`src/rtl/rx_shift_ctrl.sv`:
```
// rx_shift_ctrl: bit-timing and framing controller for the serial receive path.
// Finds the start bit, strobes the downstream shift register once per data bit
// at mid-bit, checks the stop bit, then loads the rx buffer and tracks the
// data_ready / data_read handshake along with framing and overrun errors.
module rx_shift_ctrl #(
    parameter int CLKS_PER_BIT  = 10,
    parameter int NUM_DATA_BITS = 8
) (
    input  logic clk,
    input  logic n_rst,
    input  logic serial_in,
    input  logic data_read,
    output logic shift_strobe,
    output logic load_buffer,
    output logic data_ready,
    output logic framing_error,
    output logic overrun_error,
    output logic rx_busy
);

    localparam int TW = $clog2(CLKS_PER_BIT);
    localparam int BW = $clog2(NUM_DATA_BITS + 1);
    localparam logic [TW-1:0] HALF_LAST = TW'(CLKS_PER_BIT / 2 - 1);
    localparam logic [TW-1:0] BIT_LAST  = TW'(CLKS_PER_BIT - 1);
    localparam logic [BW-1:0] BITS_LAST = BW'(NUM_DATA_BITS - 1);

    typedef enum logic [2:0] {
        IDLE,
        START_CHK,
        SHIFT,
        STOP_CHK,
        LOAD,
        WAIT_HIGH
    } state_t;

    state_t        state, next_state;
    logic [TW-1:0] timer, next_timer;
    logic [BW-1:0] bit_cnt, next_bit_cnt;
    logic          sync1, s, s_prev;
    logic [2:0]    sync_valid;
    logic          start_edge;
    logic          set_framing;

    // Two-flop synchronizer plus history flop; sync_valid marks which stages
    // hold real line samples rather than the idle-high reset value.
    always_ff @(posedge clk or negedge n_rst) begin
        if (!n_rst) begin
            sync1      <= 1'b1;
            s          <= 1'b1;
            s_prev     <= 1'b1;
            sync_valid <= '0;
        end else begin
            sync1      <= serial_in;
            s          <= sync1;
            s_prev     <= s;
            sync_valid <= {sync_valid[1:0], 1'b1};
        end
    end

    // A line already low at reset release must not look like a falling edge,
    // so edges only count once s_prev holds a genuine sample.
    assign start_edge = sync_valid[2] & s_prev & ~s;

    // State, bit timer and data bit counter registers.
    always_ff @(posedge clk or negedge n_rst) begin
        if (!n_rst) begin
            state   <= IDLE;
            timer   <= '0;
            bit_cnt <= '0;
        end else begin
            state   <= next_state;
            timer   <= next_timer;
            bit_cnt <= next_bit_cnt;
        end
    end

    // Next-state logic; the timer restarts from zero on every state entry.
    always_comb begin
        next_state   = state;
        next_timer   = timer + 1'b1;
        next_bit_cnt = bit_cnt;
        set_framing  = 1'b0;
        case (state)
            IDLE: begin
                next_timer = '0;
                if (start_edge) begin
                    next_state = START_CHK;
                end
            end
            START_CHK: begin
                if (timer == HALF_LAST) begin
                    next_timer   = '0;
                    next_bit_cnt = '0;
                    next_state   = s ? IDLE : SHIFT;
                end
            end
            SHIFT: begin
                if (timer == BIT_LAST) begin
                    next_timer   = '0;
                    next_bit_cnt = bit_cnt + 1'b1;
                    if (bit_cnt == BITS_LAST) begin
                        next_state = STOP_CHK;
                    end
                end
            end
            STOP_CHK: begin
                if (timer == BIT_LAST) begin
                    next_timer = '0;
                    if (s) begin
                        next_state = LOAD;
                    end else begin
                        set_framing = 1'b1;
                        next_state  = WAIT_HIGH;
                    end
                end
            end
            LOAD: begin
                next_timer = '0;
                next_state = IDLE;
            end
            WAIT_HIGH: begin
                next_timer = '0;
                if (s) begin
                    next_state = IDLE;
                end
            end
            default: begin
                next_timer = '0;
                next_state = IDLE;
            end
        endcase
    end

    assign shift_strobe = (state == SHIFT) && (timer == BIT_LAST);
    assign load_buffer  = (state == LOAD);
    assign rx_busy      = (state != IDLE);

    // Status flags: framing error lives until the next start edge, while the
    // buffer handshake is driven by LOAD and by the consumer's data_read.
    always_ff @(posedge clk or negedge n_rst) begin
        if (!n_rst) begin
            data_ready    <= 1'b0;
            framing_error <= 1'b0;
            overrun_error <= 1'b0;
        end else begin
            if (state == IDLE && start_edge) begin
                framing_error <= 1'b0;
            end else if (set_framing) begin
                framing_error <= 1'b1;
            end

            if (state == LOAD) begin
                data_ready <= 1'b1;
                if (data_ready && !data_read) begin
                    overrun_error <= 1'b1;
                end else if (data_read) begin
                    overrun_error <= 1'b0;
                end
            end else if (data_read) begin
                data_ready    <= 1'b0;
                overrun_error <= 1'b0;
            end
        end
    end

endmodule
```
`config.mk`:
```
export PLATFORM = sky130hd
export DESIGN_NAME = rx_shift_ctrl
export DESIGN_NICKNAME = d
export VERILOG_FILES = /design/src/rtl/rx_shift_ctrl.sv
export SDC_FILE = /design/constraint.sdc
export NUM_CORES = 1
export LEC_CHECK = 0
export BUFFER_PORTS_ARGS = -buffer_cell sky130_fd_sc_hd__clkbuf_2
export CORE_UTILIZATION = 50
export DETAILED_ROUTE_END_ITERATION = 8
export GPL_TIMING_DRIVEN = 0
export PLACE_DENSITY = 0.73
export SLEW_MARGIN = 15
export SYNTH_ARGS = -nofsm -noshare
export SYNTH_HDL_FRONTEND = slang
export SYNTH_SLANG_ARGS = --single-unit
```
`constraint.sdc`:
```
create_clock -name clk -period 4.3 [get_ports clk]
set_clock_uncertainty 0.15 [all_clocks]
set_input_delay 0.86 -clock clk [delete_from_list [all_inputs] [get_ports clk]]
set_output_delay 0.86 -clock clk [all_outputs]
set_load 0.1 [all_outputs]
```
### Yosys cells after proc, flatten, opt, wreduce, memory -nomap -nowiden

Index checks and enable logic that the tools add are counted.

* output and inout bits: 6
* bits in writable memories: 0
* latch bits: 0
* bits in registers: 20
* bits of input ports: 4
* memories kept: 0
* ROM bits: 0

* eq/ne operators: 14
* $lt $le $gt $ge: 0
* div/mod/pow operators: 0
* shift-type cells: 0
* $add $sub $neg: 2
* bitwise operators: 3
* multiply operators: 0
* muxes and demuxes: 25
* reductions and logical operators: 12

Operator list (count)
* $mux W3: 6
* $mux W4: 4
* $pmux W4 S2: 2
* $pmux W3 S5: 1
* $ne A2 B2 Y1 const B: 6
* $mux W1: 11
* $add A4 B1 Y4 const B: 2
* $eq A4 B3 Y1 const B: 2
* $eq A3 B2 Y1 const B: 2
* $eq A3 B3 Y1 const B: 2
* $reduce_and A6 Y1: 1
* $reduce_bool A2 Y1: 3
* $eq A4 B4 Y1 const B: 1
* $eq A3 B1 Y1 const B: 1
* $logic_and A1 B1 Y1: 3
* $logic_not A3 Y1: 1
* $reduce_and A3 Y1: 1
* $reduce_bool A3 Y1: 1
* $and A1 B1 Y1: 2
* $mux W2: 1
* $reduce_or A2 Y1: 1
* $logic_not A1 Y1: 1
* $not A1 Y1: 1

### Logic depth before layout (Yosys ltp)

Gate-level depths: netlist (run 1).

* depth after elaboration: 5
* depth in mapped cells: 6

### Worst setup path after synthesis (run 1)

OpenSTA, ideal clock, no wires.

* path type: reg-to-output
* from: register timer[1]
* to: output port shift_strobe
* data arrival time: 1.996 ns
* stages on the path, launching flop included: 5
* setup slack: 1.294 ns
* path through: dfrtp_1 > inv_1 > ha_1 > nand4b_1 > nor3_2

* longest elaborated chain between the ends: 2

RTL lines
* from (decl): RTL line 37 `logic [TW-1:0] timer, next_timer;`
* from (signal assigned): RTL line 72 `timer <= next_timer;`
* $eq A4 B4 Y1: RTL line 134 `assign shift_strobe = (state == SHIFT) && (timer == BIT_LAST);`
* $logic_and A1 B1 Y1: RTL line 134
* to (decl): RTL line 13 `output logic shift_strobe,`

Every way passes these cells.

### Worst setup path after layout (run 1)

Ends and elaborated chain as after synthesis.

==> results.sh, run 1 <==
export IMPL_outcome="completed"
export IMPL_layout_commonest_cell="dfrtp_1"
export IMPL_avgRoutedWirePerCell_um=13.1
export IMPL_ios=10
export IMPL_crit_path_start_kind="register"
export IMPL_hp_start="sync1"
export IMPL_worst_hold_slack_ns=0.212
export IMPL_num_rows=15
export IMPL_totalWireLength_um=1580
export IMPL_placed_area_sq_um=1050
export IMPL_synth_async_reset_ratio=1.00
export IMPL_clk_pin_slew_ns=0.11
export IMPL_ff_latch_area_sq_um=504
export IMPL_grt_pass1_wl_um=2750
export IMPL_timing_rr_start="timer[0]"
export IMPL_synth_main_ff_cell="dfrtp_1"
export IMPL_coreArea_sq_um=1780
export IMPL_layout_nets=105
export IMPL_cts_hold_buf=0
export IMPL_leakagePower_nw=0.559
export IMPL_synth_top_cells_by_area="dfrtp_1 (44%), dfstp_2 (8.1%), ha_1 (5.1%), nor2_1 (3.1%), clkbuf_8 (2.8%)"
export IMPL_via_per_inst=5.32
export IMPL_hp_class="reg2reg"
export IMPL_synth_largest_area_cell="dfrtp_1"
export IMPL_fp_dieW_um=46.2
export IMPL_r2r_slack_ns=2.53
export IMPL_clock_path_buffers=2
export IMPL_max_cap_viol_count=0
export IMPL_drt_iter0_drc=7
export IMPL_cp_max_fo=4
export IMPL_yosysWarnings=0
export IMPL_clk_latency_ns=0.30
export IMPL_drc=0
export IMPL_drive_above_1_share=0.313
export IMPL_finalHoldViolations=0
export IMPL_synth_area_sq_um=975
export IMPL_p_total_mw=0.566
export IMPL_rr_endpoint="bit_cnt[2]"
export IMPL_ys_seq_area_frac=0.517
export IMPL_power_density_nw_per_um2=521
export IMPL_design_area_sq_um=1090
export IMPL_path_cells="inv_1 -> ha_1 -> nand4b_1 -> nor3_2 -> clkbuf_2"
export IMPL_cp_top_family="buffers and inverters"
export IMPL_htree_levels=1
export IMPL_track_usage=0.187
export IMPL_ys_types=36
export IMPL_grt_max_degree=21
export IMPL_crit_type="reg2out"
export IMPL_postRouteAntennaNets=0
export IMPL_port_buffers=9
export IMPL_setup_violations=0
export IMPL_cp_end_kind="output port"
export IMPL_slowest_delay_ns=0.51
export IMPL_crit_required_ns=3.29
export IMPL_root_buffer="clkbuf_4"
export IMPL_synth_top_area_share=0.436
export IMPL_synth_nets=91
export IMPL_post_dp_hpwl_um=1150
export IMPL_holdPathEnd="s"
export IMPL_antenna_found_initial=0
export IMPL_ys_seq_elements=20
export IMPL_holdPathStages=0
export IMPL_rr_worst_depth=5
export IMPL_crit_arrival_ns=1.92
export IMPL_cts_resized=0
export IMPL_syn_avg_cell_area_sq_um=11.7
export IMPL_area_growth_syn_to_layout_pct=11.6
export IMPL_fin_crit_sh=0.682
export IMPL_routed_via_count=644
export IMPL_fin_setup_tns_ns=0
export IMPL_fillers=145
export IMPL_cts_sinks=20
export IMPL_max_vdd_ir_drop_mv=0.349
export IMPL_grt_overflow=0
export IMPL_cts_tree="built"
export IMPL_cts_setup_buffers=0
export IMPL_crit_slowest_cell="clkbuf_2"
export IMPL_synth_edf_count=0
export IMPL_relSlewSlack=0.643
export IMPL_min_period_ns=2.93
export IMPL_fmax_mhz=341
export IMPL_maxSlewViolCount=0
export IMPL_dr_pass1_iters=4
export IMPL_multi_input_area_sq_um=412
export IMPL_antenna_cells=0
export IMPL_synthCells=83
export IMPL_die_h_um=46.2
export IMPL_layout_common_cells="dfrtp_1 (17), clkbuf_2 (9), nor2_1 (8)"
export IMPL_initial_core_util=0.547
export IMPL_first_global_vias=608
export IMPL_rsz0062_at_grt="no"
export IMPL_gp_congestion=0.782
export IMPL_worst_pin_slew_ns=0.538
export IMPL_worst_path_buf_inv=2
export IMPL_dieArea_sq_um=2130
export IMPL_cts_made_buffers=3
==> Yosys cell counts (2+ instances only) <==
cell type	n
a22o_2	2
a31oi_1	3
and3_1	2
and3b_2	2
clkbuf_8	2
dfrtp_1	17
dfstp_2	3
ha_1	4
inv_1	7
mux2i_1	2
nand2b_1	4
nand3_1	2
nor2_1	8
o21ai_0	2
xnor2_1	2
==> worst reg2reg max path: cells and delay by family (launching register included) <==
family / cells / cell delay [ns]
compound gates: 3 / 0.60
flops: 1 / 0.44
fa+ha+maj: 1 / 0.25
simple gates: 1 / 0.23
==> where the power goes <==
group,switching (mW),internal [mW]
registers,0.0241,0.217
logic,0.142,0.0756
clock network,0.0559,0.0516
==> cells by family after synthesis <==
group / share of synthesized area
AND/OR/NAND/NOR: 0.164
flip-flops: 0.517
AO/OA/AOI/OAI: 0.144
buffers and inverters: 0.0603
adder cells (fa/ha/maj): 0.0513
XOR/XNOR: 0.0270
multiplexers: 0.0321
other: 0.00385
==> cell type report <==
cell class,instances,area share
well taps,25,0.0288
plain buffers,3,0.0299
clock buffers,4,0.0334
inverters,7,0.0242
flip-flops and latches,20,0.464
multi-input cells,53,0.379
repair buffers,9,0.0414
==> flip-flops by register name, indices dropped and copies added (netlist names) <==
name           count
bit_cnt            4
timer              4
state              3
sync_valid         3
data_ready         1
framing_error      1
overrun_error      1
s                  1
s_prev             1
sync1              1
==> through the flow <==
| step | utilization | setup slack, ns | instances |
|---|---|---|---|
| 3_3_place_gp | 0.589 | 1.73 | 117 |
| 3_5_place_dp | 0.589 | 1.71 | 117 |
| 5_1_grt | 0.610 | 1.25 | 121 |
| 4_1_cts | 0.610 | 1.36 | 121 |
| 2_1_floorplan | - | 1.29 | 83 |
| 6_report | 0.610 | 1.37 | 121 |
==> how the worst max path moves through the flow <==
stage / start / end / slack [ns] / depth (start not counted)
3_3_place_gp: timer[1] / shift_strobe / 1.73 / 5
6_report: timer[1] / shift_strobe / 1.37 / 5
5_1_grt: timer[1] / shift_strobe / 1.25 / 5
2_1_floorplan: timer[1] / shift_strobe / 1.29 / 4
3_5_place_dp: timer[1] / shift_strobe / 1.71 / 5
4_1_cts: timer[1] / shift_strobe / 1.36 / 5
==> per-layer routing <==
metal | wire length [um] | up-vias | track usage
met5 | 0 | - | 0
met4 | 38 | 0 | 0.106
met2 | 680 | 11 | 0.287
li1 | - | 317 | -
met3 | 35 | 4 | 0.0235
met1 | 829 | 312 | 0.254
No activity file was read; power rests on OpenSTA's default activity.
==> run 2, diff against run 1 <==
Settings changed: ABC_AREA set to 1.
Clock period 4.3 ns to 2.8 ns, I/O delays scaled along.
==> run 2 against run 1 <==
  * Worst hold slack got worse by 0.16 ns
  * Power grew 87%
  * First-iteration DRC count up 71%
  * Via count rose by 13%
  * Sequential power up 51%
  * Wire length is 0.19% higher
==> results.sh, run 2 <==
export IMPL_min_period_ns=2.51
export IMPL_synth_xor_area_frac=0.0263
export IMPL_htree_levels=1
export IMPL_synthSimpleGateAreaFrac=0.294
export IMPL_worst_path_buf_inv=2
export IMPL_coreArea_sq_um=1800
export IMPL_synth_async_reset_ratio=1.00
export IMPL_synth_compound_area_frac=0.0602
export IMPL_port_buffers=9
export IMPL_timing_rr_start="timer[1]"
export IMPL_antenna_cells=0
export IMPL_area_growth_syn_to_layout_pct=12.9
export IMPL_synth_most_common_cell="nand2_1"
export IMPL_clk_latency_ns=0.29
export IMPL_clk_pin_slew_ns=0.11
export IMPL_fin_crit_sh=0.897
export IMPL_synth_top_family_by_area="simple AND/OR/NAND/NOR gates"
export IMPL_first_global_vias=672
export IMPL_p_sw_mw=0.450
export IMPL_grt_max_degree=21
export IMPL_gp_congestion=0.880
export IMPL_layout_common_cells="nand2_1 (19), dfrtp_1 (17), nand3_1 (14)"
export IMPL_antenna_found_initial=0
export IMPL_layout_nets=131
export IMPL_crit_required_ns=2.09
export IMPL_dr_pass1_iters=4
export IMPL_cp_max_fo=4
export IMPL_fin_util=0.625
export IMPL_drt_iter0_drc=12
export IMPL_grt_overflow=0
export IMPL_synth_top_area_share=0.427
export IMPL_leakagePower_nw=0.577
export IMPL_reg_top3="bit_cnt x4, timer x4"
export IMPL_cp_end_kind="output port"
export IMPL_cp_top_family="buffers and inverters"
export IMPL_cts_tree="built"
export IMPL_crit_path_start_kind="register"
export IMPL_p_clk_frac=0.219
export IMPL_num_rows=15
export IMPL_dieArea_sq_um=2180
export IMPL_ios=10
export IMPL_synth_main_ff_cell="dfrtp_1"
export IMPL_rr_endpoint="state[1]"
export IMPL_crit_end="shift_strobe"
export IMPL_cts_made_buffers=3
export IMPL_fmax_mhz=398
export IMPL_synth_area_sq_um=997
export IMPL_crit_type="reg2out"
export IMPL_relSlewSlack=0.643
export IMPL_slowest_delay_ns=0.48
export IMPL_track_usage=0.187
export IMPL_hp_class="in2async"
export IMPL_totalWireLength_um=1590
export IMPL_p_total_mw=1.06
export IMPL_synthMuxAreaShare=0
export IMPL_startpoint="timer[1]"
export IMPL_power_density_nw_per_um2=939
export IMPL_synth_top_cells_by_area="dfrtp_1 (43%), dfstp_2 (7.9%), nand2_1 (7.2%), nand3_1 (7.0%), ha_1 (5.0%)"
export IMPL_fillers=167
export IMPL_synth_nets=117
export IMPL_ys_seq_area_frac=0.506
export IMPL_crit_arrival_ns=1.80
export IMPL_p_int_mw=0.607
export IMPL_path_cells="inv_1 -> ha_1 -> nand3_1 -> nor2_4 -> clkbuf_2"
export IMPL_rr_worst_depth=9
export IMPL_cp_depth=5
export IMPL_cts_hold_buf=0
export IMPL_r2r_slack_ns=1.15
export IMPL_post_dp_hpwl_um=1200
export IMPL_syn_avg_cell_area_sq_um=9.15
export IMPL_ys_types=21
export IMPL_synth_edf_count=0
export IMPL_synth_largest_area_cell="dfrtp_1"
export IMPL_finalHoldViolations=0
export IMPL_p_sw_frac=0.426
export IMPL_drive_above_1_share=0.287
export IMPL_netlist_top_cells_count="nand2_1 (19), dfrtp_1 (17), nand3_1 (14)"
export IMPL_cts_sinks=20
export IMPL_layout_commonest_cell="nand2_1"
export IMPL_power_frac_seq=0.345
export IMPL_routed_via_count=729
export IMPL_ys_seq_elements=20
export IMPL_via_per_inst=4.96
export IMPL_grt_pass1_wl_um=2750
export IMPL_drc=0
export IMPL_synthAdderAreaFrac=0.0502
export IMPL_synthCells=109
export IMPL_crit_slowest_cell="clkbuf_2"
export IMPL_rsz0062_at_grt="no"
export IMPL_outcome="completed"
export IMPL_clock_path_buffers=2
export IMPL_postRouteAntennaNets=0
export IMPL_root_buffer="clkbuf_4"
export IMPL_fp_dieW_um=46.7
export IMPL_die_h_um=46.7
export IMPL_maxSlewViolCount=0
export IMPL_worst_pin_slew_ns=0.538
export IMPL_combPwrFrac=0.436
export IMPL_fin_setup_tns_ns=0
export IMPL_yosysWarnings=0
export IMPL_max_cap_viol_count=0
export IMPL_cts_setup_buffers=0
export IMPL_avgRoutedWirePerCell_um=10.8
export IMPL_cts_resized=0
export IMPL_initial_core_util=0.553
export IMPL_setup_violations=0
export IMPL_max_vdd_ir_drop_mv=0.454
run 2: cell types whose count changed after synthesis, moves of 3 or more:
cell      before  now
nand2_2        0    4
nand3_1        2   14
a31oi_1        3    0
nor2_2         0    5
nand2_1        1   19
inv_1          7   12
nand2b_1       4    0
o21ai_0        2    5
run 2: worst min-delay path by stage:
stage,from,to,cells after the start
2_1_floorplan,n_rst,bit_cnt[0],0
5_1_grt,n_rst,data_ready,1
3_5_place_dp,sync_valid[0],sync_valid[1],0
4_1_cts,n_rst,data_ready,1
3_3_place_gp,sync_valid[1],sync_valid[2],0
6_report,n_rst,timer[3],1
run 2: worst register-to-register path, delay by kind of cell, from the launching register on:
family | cells | cell delay, ns
and+or+nand+nor | 6 | 0.70
DFF | 1 | 0.42
buffers and inverters | 2 | 0.16
adders and majority gates | 1 | 0.14
run 2: cell type report:
cell class,count,area [sq um],share of cell area
plain buffers,1,7.51,0.00667
clock buffers,3,22.5,0.0200
clock inverters,1,30.0,0.0267
inverters,14,52.6,0.0467
multi-input cells,74,433,0.384
flip-flops and latches,20,504,0.448
well taps,25,31.3,0.0278
repair buffers,9,45.0,0.0400
run 2: cell families (layout without fill, tap and decap cells):
group	after synthesis	in the layout
AO/OA/AOI/OAI	9	9
XOR/XNOR	3	3
adder cells (fa/ha/maj)	4	4
buffers and inverters	15	28
flip-flops	20	20
other	1	1
AND/OR/NAND/NOR	57	57
run 2: metal layers:
layer  track usage  vias up  wire (um)
li1              -      368          -
met3        0.0353        2         57
met5             0        -          0
met2         0.306       17        773
met4         0.103        0         18
met1         0.230      342        736
run 2: power groups by stage:
stage | combinational, mW | sequential, mW | clock, mW
2_1_floorplan | 0.373 | 0.384 | 0
3_3_place_gp | 0.456 | 0.368 | 0
3_5_place_dp | 0.464 | 0.370 | 0
4_1_cts | 0.467 | 0.365 | 0.238
5_1_grt | 0.518 | 0.371 | 0.250
6_report | 0.461 | 0.365 | 0.232
run 2: through the flow:
step                      cell area (sq um)  hold WS, ns  cells  setup slack (ns)
after floorplan                         997        0.114    109             0.732
after global placement                 1070        0.181    143             0.661
after detailed placement               1070        0.191    143             0.629
after CTS                              1130       0.0572    147             0.264
after global routing                   1130       0.0703    147             0.162
final                                  1130       0.0483    147             0.287
